`src/rtl/dot_accumulator_if.sv`:
```
// Term/result handshake bundle for dot_accumulator: 8-bit product stream in,
// ACC_W-bit dot-product result out.
interface dot_accumulator_if #(
    parameter int unsigned ACC_W = 16
);
    logic [7:0]       prod;
    logic             in_valid;
    logic             in_ready;
    logic [ACC_W-1:0] out_sum;
    logic             out_valid;
    logic             out_ready;
    logic             out_ovf;

    modport master (
        output prod, in_valid, out_ready,
        input  in_ready, out_sum, out_valid, out_ovf
    );

    modport slave (
        input  prod, in_valid, out_ready,
        output in_ready, out_sum, out_valid, out_ovf
    );
endinterface

```
`src/rtl/dot_accumulator.sv`:
```
// Sums K unsigned 8-bit products into one ACC_W-bit result held until consumed.
// Define DOT_ACC_SAT_EN for saturating accumulation with overflow reporting.
module dot_accumulator #(
    parameter int unsigned K     = 4,
    parameter int unsigned ACC_W = 16
) (
    input logic              clk,
    input logic              rst,
    dot_accumulator_if.slave bus
);
    localparam int unsigned CntW = (K > 1) ? $clog2(K) : 1;

    typedef enum logic [0:0] {StAccum, StHold} state_t;

    state_t           state_q, state_d;
    logic [CntW-1:0]  cnt_q, cnt_d;
    logic [ACC_W-1:0] acc_q, acc_d;
    logic [ACC_W-1:0] sum_q, sum_d;
    logic [ACC_W-1:0] prod_ext;
    logic             accept;
    logic             last;

    assign prod_ext = ACC_W'(bus.prod);
    assign accept   = bus.in_valid && (state_q == StAccum);
    assign last     = (cnt_q == CntW'(K - 1));

`ifdef DOT_ACC_SAT_EN
    logic             sticky_q, sticky_d;
    logic             ovf_q, ovf_d;
    logic [ACC_W:0]   sum_ext;

    assign sum_ext = {1'b0, acc_q} + {1'b0, prod_ext};
`endif

    always_comb begin
        state_d = state_q;
        cnt_d   = cnt_q;
        acc_d   = acc_q;
        sum_d   = sum_q;
`ifdef DOT_ACC_SAT_EN
        sticky_d = sticky_q;
        ovf_d    = ovf_q;
`endif
        unique case (state_q)
            StAccum: begin
                if (accept) begin
                    // First term of a group replaces whatever the last group left behind.
                    if (cnt_q == '0) begin
                        acc_d = prod_ext;
`ifdef DOT_ACC_SAT_EN
                        sticky_d = 1'b0;
`endif
                    end else begin
`ifdef DOT_ACC_SAT_EN
                        // Once clamped, any further nonzero term carries again, so it stays clamped.
                        if (sum_ext[ACC_W]) begin
                            acc_d    = '1;
                            sticky_d = 1'b1;
                        end else begin
                            acc_d = sum_ext[ACC_W-1:0];
                        end
`else
                        acc_d = acc_q + prod_ext;
`endif
                    end
                    if (last) begin
                        cnt_d   = '0;
                        state_d = StHold;
                        sum_d   = acc_d;
`ifdef DOT_ACC_SAT_EN
                        ovf_d = sticky_d;
`endif
                    end else begin
                        cnt_d = cnt_q + CntW'(1);
                    end
                end
            end
            StHold: begin
                if (bus.out_ready) begin
                    state_d = StAccum;
                end
            end
            default: state_d = StAccum;
        endcase
    end

    always_ff @(posedge clk) begin
        if (rst) begin
            state_q <= StAccum;
            cnt_q   <= '0;
            acc_q   <= '0;
            sum_q   <= '0;
`ifdef DOT_ACC_SAT_EN
            sticky_q <= 1'b0;
            ovf_q    <= 1'b0;
`endif
        end else begin
            state_q <= state_d;
            cnt_q   <= cnt_d;
            acc_q   <= acc_d;
            sum_q   <= sum_d;
`ifdef DOT_ACC_SAT_EN
            sticky_q <= sticky_d;
            ovf_q    <= ovf_d;
`endif
        end
    end

    assign bus.in_ready  = (state_q == StAccum);
    assign bus.out_valid = (state_q == StHold);
    assign bus.out_sum   = sum_q;
`ifdef DOT_ACC_SAT_EN
    assign bus.out_ovf   = ovf_q;
`else
    assign bus.out_ovf   = 1'b0;
`endif
endmodule
```
`src/flat_wrapper.sv`:
```
// flat-port wrapper written by rule: the top's interface ports become plain ports
module dot_accumulator_flat 
#(
    parameter int unsigned K     = 4,
    parameter int unsigned ACC_W = 16
)
  (clk, rst, bus_prod, bus_in_valid, bus_out_ready, bus_in_ready, bus_out_sum, bus_out_valid, bus_out_ovf);
  dot_accumulator_if #(.ACC_W(ACC_W)) bus_i ();
  input logic clk;
  input logic rst;
  input wire logic [$bits(bus_i.prod)-1:0] bus_prod;
  input wire logic [$bits(bus_i.in_valid)-1:0] bus_in_valid;
  input wire logic [$bits(bus_i.out_ready)-1:0] bus_out_ready;
  output wire logic [$bits(bus_i.in_ready)-1:0] bus_in_ready;
  output wire logic [$bits(bus_i.out_sum)-1:0] bus_out_sum;
  output wire logic [$bits(bus_i.out_valid)-1:0] bus_out_valid;
  output wire logic [$bits(bus_i.out_ovf)-1:0] bus_out_ovf;
  assign bus_i.prod = bus_prod;
  assign bus_i.in_valid = bus_in_valid;
  assign bus_i.out_ready = bus_out_ready;
  assign bus_in_ready = bus_i.in_ready;
  assign bus_out_sum = bus_i.out_sum;
  assign bus_out_valid = bus_i.out_valid;
  assign bus_out_ovf = bus_i.out_ovf;
  dot_accumulator #(.K(K), .ACC_W(ACC_W)) u_core (.clk(clk), .rst(rst), .bus(bus_i));
endmodule
```
`config.mk`:
```
export PLATFORM = sky130hd
export DESIGN_NAME = dot_accumulator_flat
export DESIGN_NICKNAME = d
export VERILOG_FILES = /design/src/rtl/dot_accumulator_if.sv /design/src/rtl/dot_accumulator.sv /design/src/flat_wrapper.sv
export SDC_FILE = /design/constraint.sdc
export NUM_CORES = 1
export LEC_CHECK = 0
export BUFFER_PORTS_ARGS = -buffer_cell sky130_fd_sc_hd__clkbuf_2
export CAP_MARGIN = 30
export CELL_PAD_IN_SITES_DETAIL_PLACEMENT = 1
export CELL_PAD_IN_SITES_GLOBAL_PLACEMENT = 2
export CORE_ASPECT_RATIO = 2
export CORE_MARGIN = 2
export CORE_UTILIZATION = 37
export CTS_BUF_LIST = sky130_fd_sc_hd__clkbuf_8
export CTS_CLUSTER_DIAMETER = 150
export CTS_CLUSTER_SIZE = 40
export DETAILED_ROUTE_END_ITERATION = 12
export PLACE_DENSITY = 0.89
export REMOVE_ABC_BUFFERS = 1
export SETUP_SLACK_MARGIN = 0.05
export SLEW_MARGIN = 40
export SYNTH_ARGS = -nofsm -noshare
export SYNTH_HDL_FRONTEND = slang
export SYNTH_SLANG_ARGS = --single-unit
export TNS_END_PERCENT = 20
```
`constraint.sdc`:
```
create_clock -name clk -period 4.67 [get_ports clk]
set_input_delay 0.2335 -clock clk [delete_from_list [all_inputs] [get_ports clk]]
set_output_delay 0.2335 -clock clk [all_outputs]
set_load 0.02 [all_outputs]
```
### Word-level counts from Yosys, hierarchy flattened

Index checks and enable logic that the tools add are counted.

| word-level totals | value |
|---|---|
| register bits after elaboration | 35 |
| input bits | 12 |
| output and inout port bits | 19 |
| word-level logic and storage cells | 18 |

| cells by class | value |
|---|---|
| $add $sub $neg | 2 |
| eq/ne operators | 1 |
| mux-type cells | 6 |
| bitwise gates (word level) | 1 |
| reductions and logical operators | 4 |

Operators by type and width:

| cell | count |
|---|---|
| adder 16 x 8 -> 16 bit | 1 |
| two-way mux 16 bit | 1 |
| two-way mux 1 bit | 3 |
| AND reduction 3 bit | 1 |
| adder 2 x 1 -> 2 bit (second input constant) | 1 |
| == test 2 bit (second input constant) | 1 |
| logical NOT 2 bit | 1 |
| two-way mux 2 bit | 1 |
| one-hot mux 1 bit (2 select lines) | 1 |
| AND reduction 2 bit | 1 |
| logical AND 1 bit | 1 |
| NOT 1 bit | 1 |

### Logic depth before layout (Yosys ltp)

| depth | value |
|---|---|
| depth after elaboration | 4 |
| depth in mapped cells | 8 |

### Least setup slack after synthesis

Ideal clock, no wire load.

| path | value |
|---|---|
| kind | register to register |
| start | register u_core.acc_q[0] |
| end | register u_core.acc_q[12] |
| setup time | 0.074 ns |
| arrival time | 2.070 ns |
| data required time | 4.596 ns |
| path slack | 2.526 ns |
| stages on the path, launching flop included | 8 |
| buffers on the path | 0 |
| clock period less this slack | 2.144 ns |
| path through | dfxtp_1 ha_1 fa_1 a21o_1 a221oi_2 o21ai_1 or3b_1 a31oi_1 |

| on the way | value |
|---|---|
| cells in the longest elaborated chain, start to end | 2 |

RTL lines:

| what | RTL line | source |
|---|---|---|
| start: declaration | dot_accumulator.sv:17 | `logic [ACC_W-1:0] acc_q, acc_d;` |
| start signal: assignment | dot_accumulator.sv:91 | `acc_q <= '0;` |
| start signal: assignment | dot_accumulator.sv:100 | `acc_q <= acc_d;` |
| adder 16 x 8 -> 16 bit | dot_accumulator.sv:63 | `acc_d = acc_q + prod_ext;` |
| two-way mux 16 bit | dot_accumulator.sv:48 | `if (cnt_q == '0) begin` |

No other way between the ends.
A chain may end at the register's enable or synchronous reset.

### Worst setup path in the final report

| path | value |
|---|---|
| start | register u_core.acc_q[0] |
| end | register u_core.acc_q[8] |

Same word-level chain as after synthesis.

==> impl_metrics.toml <==
[outcome]
outcome = "complete, no violations"

[timing]
period_share_pct = 51.6
fin_skew_ns = 0.00545
setup_violations = 0
rsz0062_at_grt = "no"
fmax_mhz = 415
slew_viol_final = 0
max_slew.worst_pin.slew_ns = 0.764
tns_ns = 0
hold_viol = 0
fin_crit_ns = 2.41
slew_headroom_pct = 48.9

[setup_path]
r2r_start = "u_core.acc_q[0]$_SDFFE_PP0P_"
end_kind = "register"
cp_max_fo = 10
path_class = "register to register"
start_kind = "register"
required_ns = 4.85
arrival_ns = 2.59
cp-startpoint = "u_core.acc_q[0]$_SDFFE_PP0P_"

[clock_tree]
cts.sinks = 35
clk_pin_slew_ns = 0.07
cts_resized = 0
cts_made_buffers = 5
clock_path_buffers = 2
ctsHoldBuffers = 0
clock_latency_ns = 0.29
root_buffer = "clkbuf_8"
cts_tree = "yes"
post_cts_buffers = 0
cts.htree.levels = 2

[logic_synthesis]
syn_inst = 259
synth_top_area_cell = "dfxtp_1"
synthArstFlopShare_pct = 0
synth_flop_cell = "dfxtp_1"
yosysTopAreaCellShare_pct = 33.2
synth_warnings = 0
syn_avg_cell_area_um2 = 8.16
yosysMostFrequentCell = "dfxtp_1"
synth_cell_types = 53
syn_area_mm2 = 0.00211
synth.area.top_cells = "dfxtp_1 33%, ha_1 5.9%, nand3_1 5.2%"
synth_seq_cells = 35
synth_edf_count = 0
seq_area_frac_synth_pct = 33.2
synth_common_cells = "35 x dfxtp_1, 28 x nand2_1, 22 x nand3_1"

[route]
routedWlPerCell_um = 16.8
routed_wirelength_um = 5680
drt_iter0_drc = 46
dr.pass1.iters = 4
num_vias = 2044
drc = 0
drtAntennaViolNets = 0
vias_per_cell = 6.05

[grt]
grt_pass1_vias = 2031
grt_pass1_wl_um = 9540
grt_max_degree = 37
antenna_found_initial = 0
track_usage_pct = 18.6
overflow = 0

[cells_and_area]
antenna_cells = 0
syn_to_final_growth_pct = 10.8
drive_gt1_share_pct = 14.8
nNetsFinal = 299

[worst_hold_path]
hp-start = "bus_out_ready"
hold_path_class = "primary input to register"

[job]
drv_cap = 0

[die]
fp.dieH_um = 111
coreArea_mm2 = 0.00561
die-area_mm2 = 0.00637
start_util_pct = 37.7
dieWidth_um = 57.4
rows = 39
pin_count = 31

[power]
p_leak_uw = 0.000930
peakVddDrop_v = 0.000202
power_density_mw_per_mm2 = 281
fin_total_pwr_uw = 659

[place]
numPortBuffers = 29
dp_hpwl_um = 4020
routabilityCongestion = 0.766
-- logic make-up after synthesis --
| logic type | synth area share, % |
|---|---|
| adders and majority gates | 6.87 |
| AOI/OAI and AO/OA | 24.5 |
| other | 0.177 |
| DFF | 33.2 |
| xor gates and xnor gates | 1.66 |
| and+or+nand+nor | 26.2 |
| buffers and inverters | 5.03 |
| muxes | 2.37 |
-- stage by stage --
| step | setup WS, ns | util, % | area [µm²] | cells | hold slack [ns] |
|---|---|---|---|---|---|
| 2_1_floorplan | 2.53 | - | 2020 | 238 | 0.303 |
| 3_3_place_gp | 2.29 | 40.2 | 2260 | 330 | 0.451 |
| 3_5_place_dp | 2.19 | 40.3 | 2260 | 330 | 0.448 |
| 4_1_cts | 2.23 | 41.7 | 2340 | 338 | 0.222 |
| 5_1_grt | 2.11 | 41.7 | 2340 | 338 | 0.261 |
| 6_report | 2.26 | 41.7 | 2340 | 338 | 0.226 |
-- sequential cells by signal, summed over array words and instances (netlist names) --
signal	count
u_core.acc_q	16
u_core.bus.out_sum	16
u_core.cnt_q	2
u_core.bus.out_valid	1
-- critical path, cell delays in order (launching register included) --
cell and delay [ns]:
dfxtp_1 0.32, ha_1 0.20, fa_1 0.40, a21o_1 0.22, a221oi_2 0.41, o21ba_1 0.38
nor4_1 0.09, a311o_1 0.28
-- power breakdown --
part / internal [µW] / switching [µW] / total (µW)
Combinational: 48.9 / 83.5 / 132
Sequential: 307 / 6.29 / 314
Clock: 100 / 112 / 213
Total: 457 / 202 / 659
-- layer usage --
metal  vias up  part of all wire [%]  track usage (%)
met2        36                    51             32.5
met3        12                   2.8             2.33
met4         0                   2.4             8.37
met1       996                    43             21.7
met5         -                     0                0
li1       1000                     -                -
-- layout by cell type, fill, tap and decap left out, types with 2 or more instances in the layout --
cell / count
dfxtp_1: 35
clkbuf_2: 29
nand2_1: 28
nand3_1: 22
nor2_1: 15
a21oi_1: 13
a211oi_1: 11
ha_1: 9
a21o_1: 8
o21ai_0: 8
inv_1: 6
nor3_1: 6
or4_1: 6
mux2i_1: 5
nand4_1: 5
clkbuf_8: 5
nor2b_1: 4
xnor2_1: 4
and3_1: 4
o311ai_0: 4
a31oi_1: 4
and2_1: 3
a211o_1: 3
a2111o_1: 3
o211ai_1: 3
nand2b_1: 3
nand3b_1: 2
o41ai_1: 2
buf_4: 2
-- final timing paths --
| check | end | slack (ns) | depth (start not counted) |
|---|---|---|---|
| worst max-delay path | u_core.acc_q[8]$_SDFFE_PP0P_ | 2.26 | 7 |
| worst min-delay path | u_core.bus.out_valid$_SDFF_PP0_ | 0.23 | 3 |
| worst max register to register | u_core.acc_q[8]$_SDFFE_PP0P_ | 2.26 | 7 |
| worst min register to register | u_core.bus.out_sum[2]$_SDFFE_PP0P_ | 0.45 | 2 |
-- layout make-up --
cell class                      count  area, µm²
Inverter                            4       15.0
Fill cell                         690       3270
Sequential cell                    35        701
Clock inverter                      3       12.5
Clock buffer                        5       68.8
Timing Repair Buffer               31        160
Tap cell                           61       76.3
Multi-Input combinational cell    199       1310
Note: power is estimated with default switching activity, not from simulation.
